$ cat src/rtl/mem_bus_arbiter_pkg.sv
// Shared constants and types for the two-master RAM arbiter.
package mem_bus_arbiter_pkg;
  localparam int DEF_ADDR_W  = 32;
  localparam int DEF_XLEN    = 32;
  localparam int NUM_MST     = 2;
  localparam int MST_CPU     = 0;
  localparam int MST_DMA     = 1;
  localparam int RESP_STAGES = 1;

  typedef enum logic [1:0] {OWN_NONE = 2'd0, OWN_CPU = 2'd1, OWN_DMA = 2'd2} owner_t;

  // Default-width request view; the arbiter builds a width-parameterised twin.
  typedef struct packed {
    logic                  we;
    logic [DEF_ADDR_W-1:0] addr;
    logic [DEF_XLEN-1:0]   wdata;
    logic [DEF_XLEN/8-1:0] wstrb;
  } bus_req_t;

  function automatic owner_t mst2own(input logic is_dma);
    return is_dma ? OWN_DMA : OWN_CPU;
  endfunction
endpackage

$ cat src/rtl/mem_bus_arbiter_sat_counter.sv
// Saturating up-counter with asynchronous clear; holds at all-ones.
module sat_counter #(
  parameter int CNT_W = 32
) (
  input  logic             clk,
  input  logic             rst_n,
  input  logic             inc,
  output logic [CNT_W-1:0] cnt
);
  always_ff @(posedge clk or negedge rst_n) begin
    if (!rst_n)                 cnt <= '0;
    else if (inc && (cnt != '1)) cnt <= cnt + CNT_W'(1);
  end
endmodule

$ cat src/rtl/mem_bus_arbiter.sv
// CPU/DMA arbiter in front of the shared single-port RAM: one access per
// cycle, alternating on contention, read data routed back one cycle later.
module mem_bus_arbiter
  import mem_bus_arbiter_pkg::*;
#(
  parameter int ADDR_W    = DEF_ADDR_W,
  parameter int DATA_W    = DEF_XLEN,
  parameter int CPU_FIRST = 1,
  parameter int CNT_W     = 32
) (
  input  logic                clk,
  input  logic                rst_n,
  input  logic                m0_req,
  input  logic                m0_we,
  input  logic [ADDR_W-1:0]   m0_addr,
  input  logic [DATA_W-1:0]   m0_wdata,
  input  logic [DATA_W/8-1:0] m0_wstrb,
  output logic                m0_gnt,
  output logic                m0_rvalid,
  output logic [DATA_W-1:0]   m0_rdata,
  input  logic                m1_req,
  input  logic                m1_we,
  input  logic [ADDR_W-1:0]   m1_addr,
  input  logic [DATA_W-1:0]   m1_wdata,
  input  logic [DATA_W/8-1:0] m1_wstrb,
  output logic                m1_gnt,
  output logic                m1_rvalid,
  output logic [DATA_W-1:0]   m1_rdata,
  output logic                mem_en,
  output logic                mem_we,
  output logic [ADDR_W-3:0]   mem_addr,
  output logic [DATA_W-1:0]   mem_wdata,
  output logic [DATA_W/8-1:0] mem_wstrb,
  input  logic [DATA_W-1:0]   mem_rdata,
  output logic [CNT_W-1:0]    cpu_stall_cnt,
  output logic [CNT_W-1:0]    dma_grant_cnt
);
  localparam int STRB_W = DATA_W/8;

  // Byte offset is dropped up front; the RAM is word-addressed.
  typedef struct packed {
    logic              we;
    logic [ADDR_W-3:0] widx;
    logic [DATA_W-1:0] wdata;
    logic [STRB_W-1:0] wstrb;
  } req_t;

  req_t [NUM_MST-1:0]   bus;
  req_t                 sel;
  logic [NUM_MST-1:0]   req, gnt;
  owner_t               last_owner, last_nxt;
  logic [RESP_STAGES:0] vld_pipe, own_pipe;

  assign req           = {m1_req, m0_req};
  assign bus[MST_CPU]  = '{we: m0_we, widx: m0_addr[ADDR_W-1:2], wdata: m0_wdata, wstrb: m0_wstrb};
  assign bus[MST_DMA]  = '{we: m1_we, widx: m1_addr[ADDR_W-1:2], wdata: m1_wdata, wstrb: m1_wstrb};
  assign m0_gnt        = gnt[MST_CPU];
  assign m1_gnt        = gnt[MST_DMA];

  always_ff @(posedge clk or negedge rst_n) begin
    if (!rst_n) last_owner <= OWN_NONE;
    else        last_owner <= last_nxt;
  end

  // Grants are gated by reset so nothing reaches the RAM while it is held.
  always_comb begin
    gnt      = '0;
    last_nxt = last_owner;
    if (rst_n) begin
      if (req[MST_CPU] && req[MST_DMA]) begin
        unique case (last_owner)
          OWN_CPU: gnt[MST_DMA] = 1'b1;
          OWN_DMA: gnt[MST_CPU] = 1'b1;
          default: gnt[(CPU_FIRST != 0) ? MST_CPU : MST_DMA] = 1'b1;
        endcase
      end else begin
        gnt = req;
      end
      if (|gnt) last_nxt = mst2own(gnt[MST_DMA]);
    end
  end

  assign sel       = gnt[MST_DMA] ? bus[MST_DMA] : bus[MST_CPU];
  assign mem_en    = |gnt;
  assign mem_we    = mem_en & sel.we;
  assign mem_addr  = mem_en ? sel.widx  : '0;
  assign mem_wdata = mem_we ? sel.wdata : '0;
  assign mem_wstrb = mem_we ? sel.wstrb : '0;

  // Read response tracker: valid and owner travel alongside the RAM latency.
  assign vld_pipe[0] = mem_en & ~sel.we;
  assign own_pipe[0] = gnt[MST_DMA];

  always_ff @(posedge clk or negedge rst_n) begin
    if (!rst_n) begin
      vld_pipe[RESP_STAGES:1] <= '0;
      own_pipe[RESP_STAGES:1] <= '0;
    end else begin
      vld_pipe[RESP_STAGES:1] <= vld_pipe[RESP_STAGES-1:0];
      own_pipe[RESP_STAGES:1] <= own_pipe[RESP_STAGES-1:0];
    end
  end

  assign m0_rvalid = vld_pipe[RESP_STAGES] & ~own_pipe[RESP_STAGES];
  assign m1_rvalid = vld_pipe[RESP_STAGES] &  own_pipe[RESP_STAGES];
  assign m0_rdata  = m0_rvalid ? mem_rdata : '0;
  assign m1_rdata  = m1_rvalid ? mem_rdata : '0;

  sat_counter #(.CNT_W(CNT_W)) u_cpu_stall (
    .clk(clk), .rst_n(rst_n), .inc(m0_req & ~m0_gnt), .cnt(cpu_stall_cnt)
  );

  sat_counter #(.CNT_W(CNT_W)) u_dma_grant (
    .clk(clk), .rst_n(rst_n), .inc(m1_gnt), .cnt(dma_grant_cnt)
  );
endmodule

$ cat config.mk
export PLATFORM = sky130hd
export DESIGN_NAME = mem_bus_arbiter
export DESIGN_NICKNAME = d
export VERILOG_FILES = /design/src/rtl/mem_bus_arbiter_pkg.sv /design/src/rtl/mem_bus_arbiter_sat_counter.sv /design/src/rtl/mem_bus_arbiter.sv
export SDC_FILE = /design/constraint.sdc
export NUM_CORES = 1
export LEC_CHECK = 0
export BUFFER_PORTS_ARGS = -buffer_cell sky130_fd_sc_hd__buf_2
export CAP_MARGIN = 0
export CORE_AREA = 2 2 144 146
export DETAILED_ROUTE_END_ITERATION = 8
export DIE_AREA = 0 0 146 148
export PLACE_DENSITY = 0.59
export SLEW_MARGIN = 20
export SYNTH_ARGS = -nofsm -noshare
export SYNTH_HDL_FRONTEND = slang
export SYNTH_SLANG_ARGS = --single-unit
$ cat constraint.sdc
create_clock -name clk -period 2.5 [get_ports clk]
set_input_delay 0.125 -clock clk [delete_from_list [all_inputs] [get_ports clk]]
set_output_delay 0.125 -clock clk [all_outputs]
set_load 0.02 [all_outputs]
==> reports/results.ini, run 1 <==
[status]
outcome = complete, no violations

[layout]
final_nets = 1099
fillers = 2147
area_growth_pct = 54.8
drive_above_1_share_pct = 44.8
regArea_sq_mm = 0.00170
layoutNonFillerInstCount = 1198
multi_input_area_sq_mm = 0.00275
n_antenna_cell = 0

[power_and_ir_drop]
p_leak_nw = 4.04
p_sw_w = 0.00134
cellPowerDensity_mw_per_mm2 = 509
p_clk_share_pct = 31.8
p_int_w = 0.00230
pwr-share-comb_pct = 30.5
swShare_pct = 36.8
ir_worst_vdd_mv = 0.261
power_frac_seq_pct = 37.7

[cts]
cts_tree = yes
clkLatencyLatePin_ns = 0.33
root_buffer = clkbuf_16
cts_sinks = 68
cts_buffers = 9
htreeDepth = 3
post_cts_buffers = 0
cts.clk_slew.worst_paths_ns = 0.06
ctsLongestPathBuffers = 2

[timing]
finalCritPeriodShare_pct = 91.9
worst_slew_pin_slew_ns = 0.528
slew_headroom_pct = 64.7
holdWs_ns = 0.121
hold_viol = 0
finClkSkew_ns = 0.00688
fin_ws_ns = 0.202
clock.fmax_mhz = 435
rsz0062_at_grt = false
final_max_slew_viol_count = 0
finalCriticalPeriod_ns = 2.30
setup_tns_ns = 0
setup_viol = 0

[routing]
wirelength_microns = 18900
viasPerCell = 4.59
drc = 0
drt_iter0_markers = 235
routedWlPerCell_microns = 15.8
via_count = 5501
drtPass1Iterations = 4
final_antenna_net_count = 0

[critical_path]
crit_family = buffers and inverters
critPathLaunch = rst_n
cp-end-kind = output pin
crit_fanout = 22
worst_r2r_startpoint = u_cpu_stall.cnt[10]$_DFFE_PN0P_
slowest_delay_ns = 0.54
crit_chain = dlygate4sd3_1 -> buf_2 -> nand2_1 -> a21o_1 -> buf_6 -> buf_4 -> nand2_1 -> a21oi_1 -> buf_2
crit_type = in -> out
crit_arrival_ns = 2.17
worstPathRequired_ns = 2.38
cp_slowest_cell = dlygate4sd3_1
path_buf_inv = 5
worst_setup_path_start_kind = input pin

[floorplanning]
start_util_pct = 23.0
fp.coreArea_sq_mm = 0.0200
design.die.area_sq_mm = 0.0216
die_w_microns = 146
io_pins = 374
fp-row-count = 52
dieHeight_microns = 148

[synthesis]
syn_inst = 555
ys_async_sr_fraction_pct = 100
synth_top_area_share_pct = 36.9
synthFlopType = dfrtp_1
yosysWarnings = 0
synth_most_common_cell = nand2_1
synth_seq_cells = 68
synth_top_area_cell = dfrtp_1
synth_edf_count = 0
yosysSeqAreaShare_pct = 36.9
syn_nets = 731
syn-cell-area_sq_mm = 0.00461
synth_common_cells = nand2_1, dfrtp_1, and3_1, xnor2_1, a21oi_1
postSynthAreaPerCell_sq_um = 8.30
synth_cell_types = 45
synthTopCellsByArea = dfrtp_1, xnor2_1, nand2_1, and3_1, a22o_1

[grt]
antenna_found_initial = 0
overflow = 0
grt_pass1_vias = 4990
track_usage_pct = 16.3
grt_max_degree = 73
grt_first_pass_wirelength_microns = 28100

[placement]
dp_slack_ns = 0.424
gp_congestion = 0.825
io_buffers = 369
dpl.hpwl_microns = 15400
dp_cells = 1178

[flow_run]
maxCapViolations = 0

[hold_path]
hp-start = m0_we
hold_path_class = in -> reg

==> cells by family (layout without fill, tap and decap cells) <==
kind of cell / count (synthesis) / after routing / synth area share (%)
muxes: 3 / 3 / 0.706
buffers and inverters: 41 / 414 / 3.53
xor gates and xnor gates: 58 / 58 / 11.0
and+or+nand+nor: 300 / 300 / 34.8
AOI/OAI and AO/OA: 83 / 83 / 12.5
DFF: 68 / 68 / 36.9
adders and majority gates: 2 / 2 / 0.543
==> registers in the layout (all words and copies together), names as in the netlist <==
signal,flops
u_cpu_stall.cnt,32
u_dma_grant.cnt,32
last_owner,2
own_pipe,1
vld_pipe,1
==> what timing repair did <==
action                     in CTS  in global routing
hold buffers                    4                  0
gates resized for setup         0                  1
setup endpoints to repair       0                  2
hold endpoints to repair       68                  0
==> worst register-to-register path: cells and delay by family (launching register included) <==
family,cells,cell delay (ns)
xor gates and xnor gates,1,0.16
DFF,1,0.43
and+or+nand+nor,4,1.18
buffers and inverters,1,0.21
==> placed cells by master (no fill, tap or decap), types with 3 or more instances in the layout <==
| cell type | netlist | final |
|---|---|---|
| nand2_1 | 95 | 95 |
| and4_1 | 7 | 7 |
| a22o_1 | 30 | 30 |
| nand4_1 | 32 | 32 |
| nand2b_1 | 4 | 4 |
| and3_1 | 44 | 44 |
| inv_1 | 7 | 7 |
| nor4_1 | 5 | 5 |
| buf_4 | 1 | 15 |
| dfrtp_1 | 68 | 68 |
| buf_2 | 4 | 369 |
| nor2_1 | 17 | 16 |
| clkbuf_16 | 0 | 9 |
| and2_1 | 39 | 39 |
| a21oi_1 | 40 | 40 |
| nand3_1 | 33 | 33 |
| xnor2_1 | 44 | 44 |
| xor2_1 | 14 | 14 |
| nor3_1 | 12 | 12 |
| buf_12 | 0 | 3 |
| clkinv_2 | 0 | 4 |
==> final timing paths <==
check | endpoint | slack (ns) | cells past startpoint
max | mem_wdata[1] | 0.20 | 9
min | vld_pipe[1]$_DFF_PN0_ | 0.12 | 3
max reg2reg | u_cpu_stall.cnt[21]$_DFFE_PN0P_ | 0.39 | 6
min reg2reg | last_owner[1]$_DFFE_PN0P_ | 0.49 | 2
max in group asynchronous | u_cpu_stall.cnt[17]$_DFFE_PN0P_ | 1.27 | 5
min in group asynchronous | u_dma_grant.cnt[5]$_DFFE_PN0P_ | 0.48 | 4
==> routing by layer <==
layer / up-vias / global-route usage [%] / wire length (microns)
met3: 12 / 3.12 / 1280
met5: - / 0 / 0
met1: 2525 / 20.2 / 7930
met2: 254 / 29.5 / 9550
li1: 2710 / - / -
met4: 0 / 3.50 / 182
==> power by group through the flow <==
stage	Sequential, W	Combinational [W]	Clock (W)
after floorplan	0.00148	0.000484	0
after global placement	0.00138	0.00110	0
after detailed placement	0.00139	0.00111	0
after CTS	0.00137	0.00113	0.00119
after global routing	0.00139	0.00121	0.00124
final	0.00137	0.00111	0.00116
==> per-stage QoR <==
stage	power [W]	area (sq um)	utilization (%)
final	0.00363	7140	35.6
after global routing	0.00384	7140	35.6
after CTS	0.00369	7130	35.6
after detailed placement	0.00250	6800	33.9
after global placement	0.00248	6800	33.9
after floorplan	0.00196	4610	-
==> area by class of cell <==
cell class | instances | area share (%)
clock buffers | 9 | 3.16
inverters | 8 | 0.421
multi-input cells | 446 | 38.5
clock inverters | 7 | 0.614
repair buffers | 390 | 28.7
well taps | 270 | 4.73
flip-flops and latches | 68 | 23.8
Note: power is estimated with default switching activity, not from simulation.
==> inputs of run 2 (changes only) <==
--- a/config.mk
+++ b/config.mk
@@ -10,6 +10,7 @@
 export CORE_AREA = 2 2 144 146
 export DETAILED_ROUTE_END_ITERATION = 8
 export DIE_AREA = 0 0 146 148
+export MAX_ROUTING_LAYER = met4
 export PLACE_DENSITY = 0.59
 export SLEW_MARGIN = 20
 export SYNTH_ARGS = -nofsm -noshare
==> run 2 against run 1 <==
  * Critical endpoint unchanged
  * Hold slack is essentially flat
  * Count of clock-buffer cells in the layout stayed put
  * Flip-flop and latch count stayed put
  * Design area stayed put
  * Power about the same
  * Largest cell class unchanged
  * Via count grew 0.64%
  * Core utilization unchanged
  * Cell count is the same
  * Register-to-register slack about the same
  * Die area unchanged
  * Global-route usage grew 0.49 points
  * Wire length about the same
==> reports/results.ini, run 2 (synthesis results as in run 1) <==
[placement]
gp_congestion = 0.838  ; +1.6%
dpl.hpwl_microns = 15400  ; unchanged
io_buffers = 369  ; unchanged

[cts]
cts.clk_slew.worst_paths_ns = 0.06  ; about the same
root_buffer = clkbuf_16
post_cts_buffers = 0  ; unchanged
cts_tree = yes
htreeDepth = 3  ; unchanged
ctsLongestPathBuffers = 2  ; unchanged
cts_buffers = 9  ; unchanged
clkLatencyLatePin_ns = 0.33  ; about the same
cts_sinks = 68  ; unchanged

[status]
outcome = complete, no violations

[layout]
mostFrequentLayoutCells = buf_2, nand2_1, dfrtp_1, and3_1, xnor2_1
n_antenna_cell = 0  ; unchanged
final_common_cell = buf_2
fillers = 2147  ; unchanged
drive_above_1_share_pct = 44.8  ; unchanged
final_nets = 1099  ; unchanged
area_growth_pct = 54.8  ; unchanged
reg_top3 = u_cpu_stall.cnt: 32 flops, u_dma_grant.cnt: 32 flops, last_owner: 2 flops

[critical_path]
endpoint = mem_wdata[1]
crit_fanout = 22  ; unchanged
critPathLaunch = rst_n
worstPathRequired_ns = 2.38  ; about the same
ff2ff_setup_slack_ns = 0.40  ; about the same
worst_setup_path_start_kind = input pin
r2r_cells = 6  ; unchanged
cp-end-kind = output pin
crit_arrival_ns = 2.18  ; about the same
worst_r2r_startpoint = u_cpu_stall.cnt[10]$_DFFE_PN0P_
crit_type = in -> out
r2r-end = u_cpu_stall.cnt[21]$_DFFE_PN0P_

[floorplanning]
fp-row-count = 52  ; unchanged
io_pins = 374  ; unchanged
design.die.area_sq_mm = 0.0216  ; unchanged
die_w_microns = 146  ; unchanged
dieHeight_microns = 148  ; unchanged
start_util_pct = 23.0  ; unchanged
fp.coreArea_sq_mm = 0.0200  ; unchanged

[routing]
route.met3.wl_microns = 1340  ; +4.8%
wirelength_microns = 19000  ; about the same
final_antenna_net_count = 0  ; unchanged
viasPerCell = 4.62  ; +0.64%
via_count = 5536  ; +0.64%
drtPass1Iterations = 4  ; unchanged
dr_wl_met2_microns = 9610  ; +0.59%
wl_met1_microns = 7840  ; -1.1%
drt_iter0_markers = 248  ; +5.5%
drc = 0  ; unchanged
routedWlPerCell_microns = 15.8  ; about the same
maxUsedRoutingLayer = met4

[grt]
antenna_found_initial = 0  ; unchanged
overflow = 0  ; unchanged
track_usage_pct = 16.8  ; +0.49 points
grt_first_pass_wirelength_microns = 28000  ; -0.22%
grt_max_degree = 73  ; unchanged
grt_pass1_vias = 4997  ; +0.14%

[timing]
finClkSkew_ns = 0.00731  ; +0.000421 ns
holdWs_ns = 0.120  ; -0.000237 ns
finalCriticalPeriod_ns = 2.30  ; +0.00644 ns
clock.fmax_mhz = 434  ; -0.28%
hold_viol = 0  ; unchanged
setup_viol = 0  ; unchanged
setup_tns_ns = 0  ; unchanged
worst_slew_pin_slew_ns = 0.528  ; +0.000196 ns
final_max_slew_viol_count = 0  ; unchanged
finalCritPeriodShare_pct = 92.2  ; +0.26 points
rsz0062_at_grt = false
slew_headroom_pct = 64.7  ; about the same

[power_and_ir_drop]
cellPowerDensity_mw_per_mm2 = 509  ; about the same
ir_worst_vdd_mv = 0.261  ; +0.29%
p_leak_nw = 4.04  ; unchanged

[flow_run]
maxCapViolations = 0  ; unchanged

[hold_path]
hold_path_class = in -> reg

[run 2: final cells by class]
class	count	area (sq um)	share of cell area, %
inverters	8	30.0	0.421
clock inverters	7	43.8	0.614
clock buffers	9	225	3.16
flip-flops and latches	68	1700	23.8
repair buffers	390	2050	28.7
multi-input cells	446	2750	38.5
well taps	270	338	4.73
[run 2: how the worst min path moves through the flow]
stage	startpoint	endpoint	slack, ns	cells past startpoint
floorplan	rst_n	last_owner[0]$_DFFE_PN0P_	-0.17	0
global placement	rst_n	u_cpu_stall.cnt[9]$_DFFE_PN0P_	0.27	2
detailed placement	rst_n	u_cpu_stall.cnt[9]$_DFFE_PN0P_	0.27	2
CTS	m0_we	vld_pipe[1]$_DFF_PN0_	0.12	3
global route	m0_we	vld_pipe[1]$_DFF_PN0_	0.13	3
finish	m0_we	vld_pipe[1]$_DFF_PN0_	0.12	3
[run 2: report_power, final]
part	total (W)	internal, W	switching (W)	leakage (nW)
clock	0.00116	0.000665	0.000492	0.131
sequential	0.00137	0.00121	0.000160	0.914
combinational	0.00111	0.000425	0.000684	3.00
total	0.00363	0.00230	0.00134	4.04
[run 2: timing repair]
action | CTS | global route
setup endpoints to repair | 0 | 2
endpoints found under the hold margin | 68 | 0
gates resized for setup | 0 | 1
hold buffers | 4 | 0
[run 2: per-layer routing]
metal  global-route usage, %  up-vias
li1                        -     2710
met1                    20.0     2541
met2                    29.7      273
met3                    3.12       12
met4                    3.50        0
met5                       -        -
[run 2: critical path, stage by stage]
cell	delay, ns
dlygate4sd3_1	0.54
buf_2	0.16
nand2_1	0.10
a21o_1	0.21
buf_6	0.23
buf_4	0.29
nand2_1	0.08
a21oi_1	0.22
buf_2	0.21
[run 2: through the flow]
step / utilization, % / worst slack [ns] / cell area [sq um] / power, W / cells
2_1_floorplan: - / 0.489 / 4610 / 0.00196 / 555
3_3_place_gp: 33.9 / 0.449 / 6800 / 0.00248 / 1178
3_5_place_dp: 33.9 / 0.424 / 6800 / 0.00250 / 1178
4_1_cts: 35.6 / 0.114 / 7130 / 0.00369 / 1198
5_1_grt: 35.6 / 0.0234 / 7140 / 0.00384 / 1198
6_report: 35.6 / 0.196 / 7140 / 0.00363 / 1198
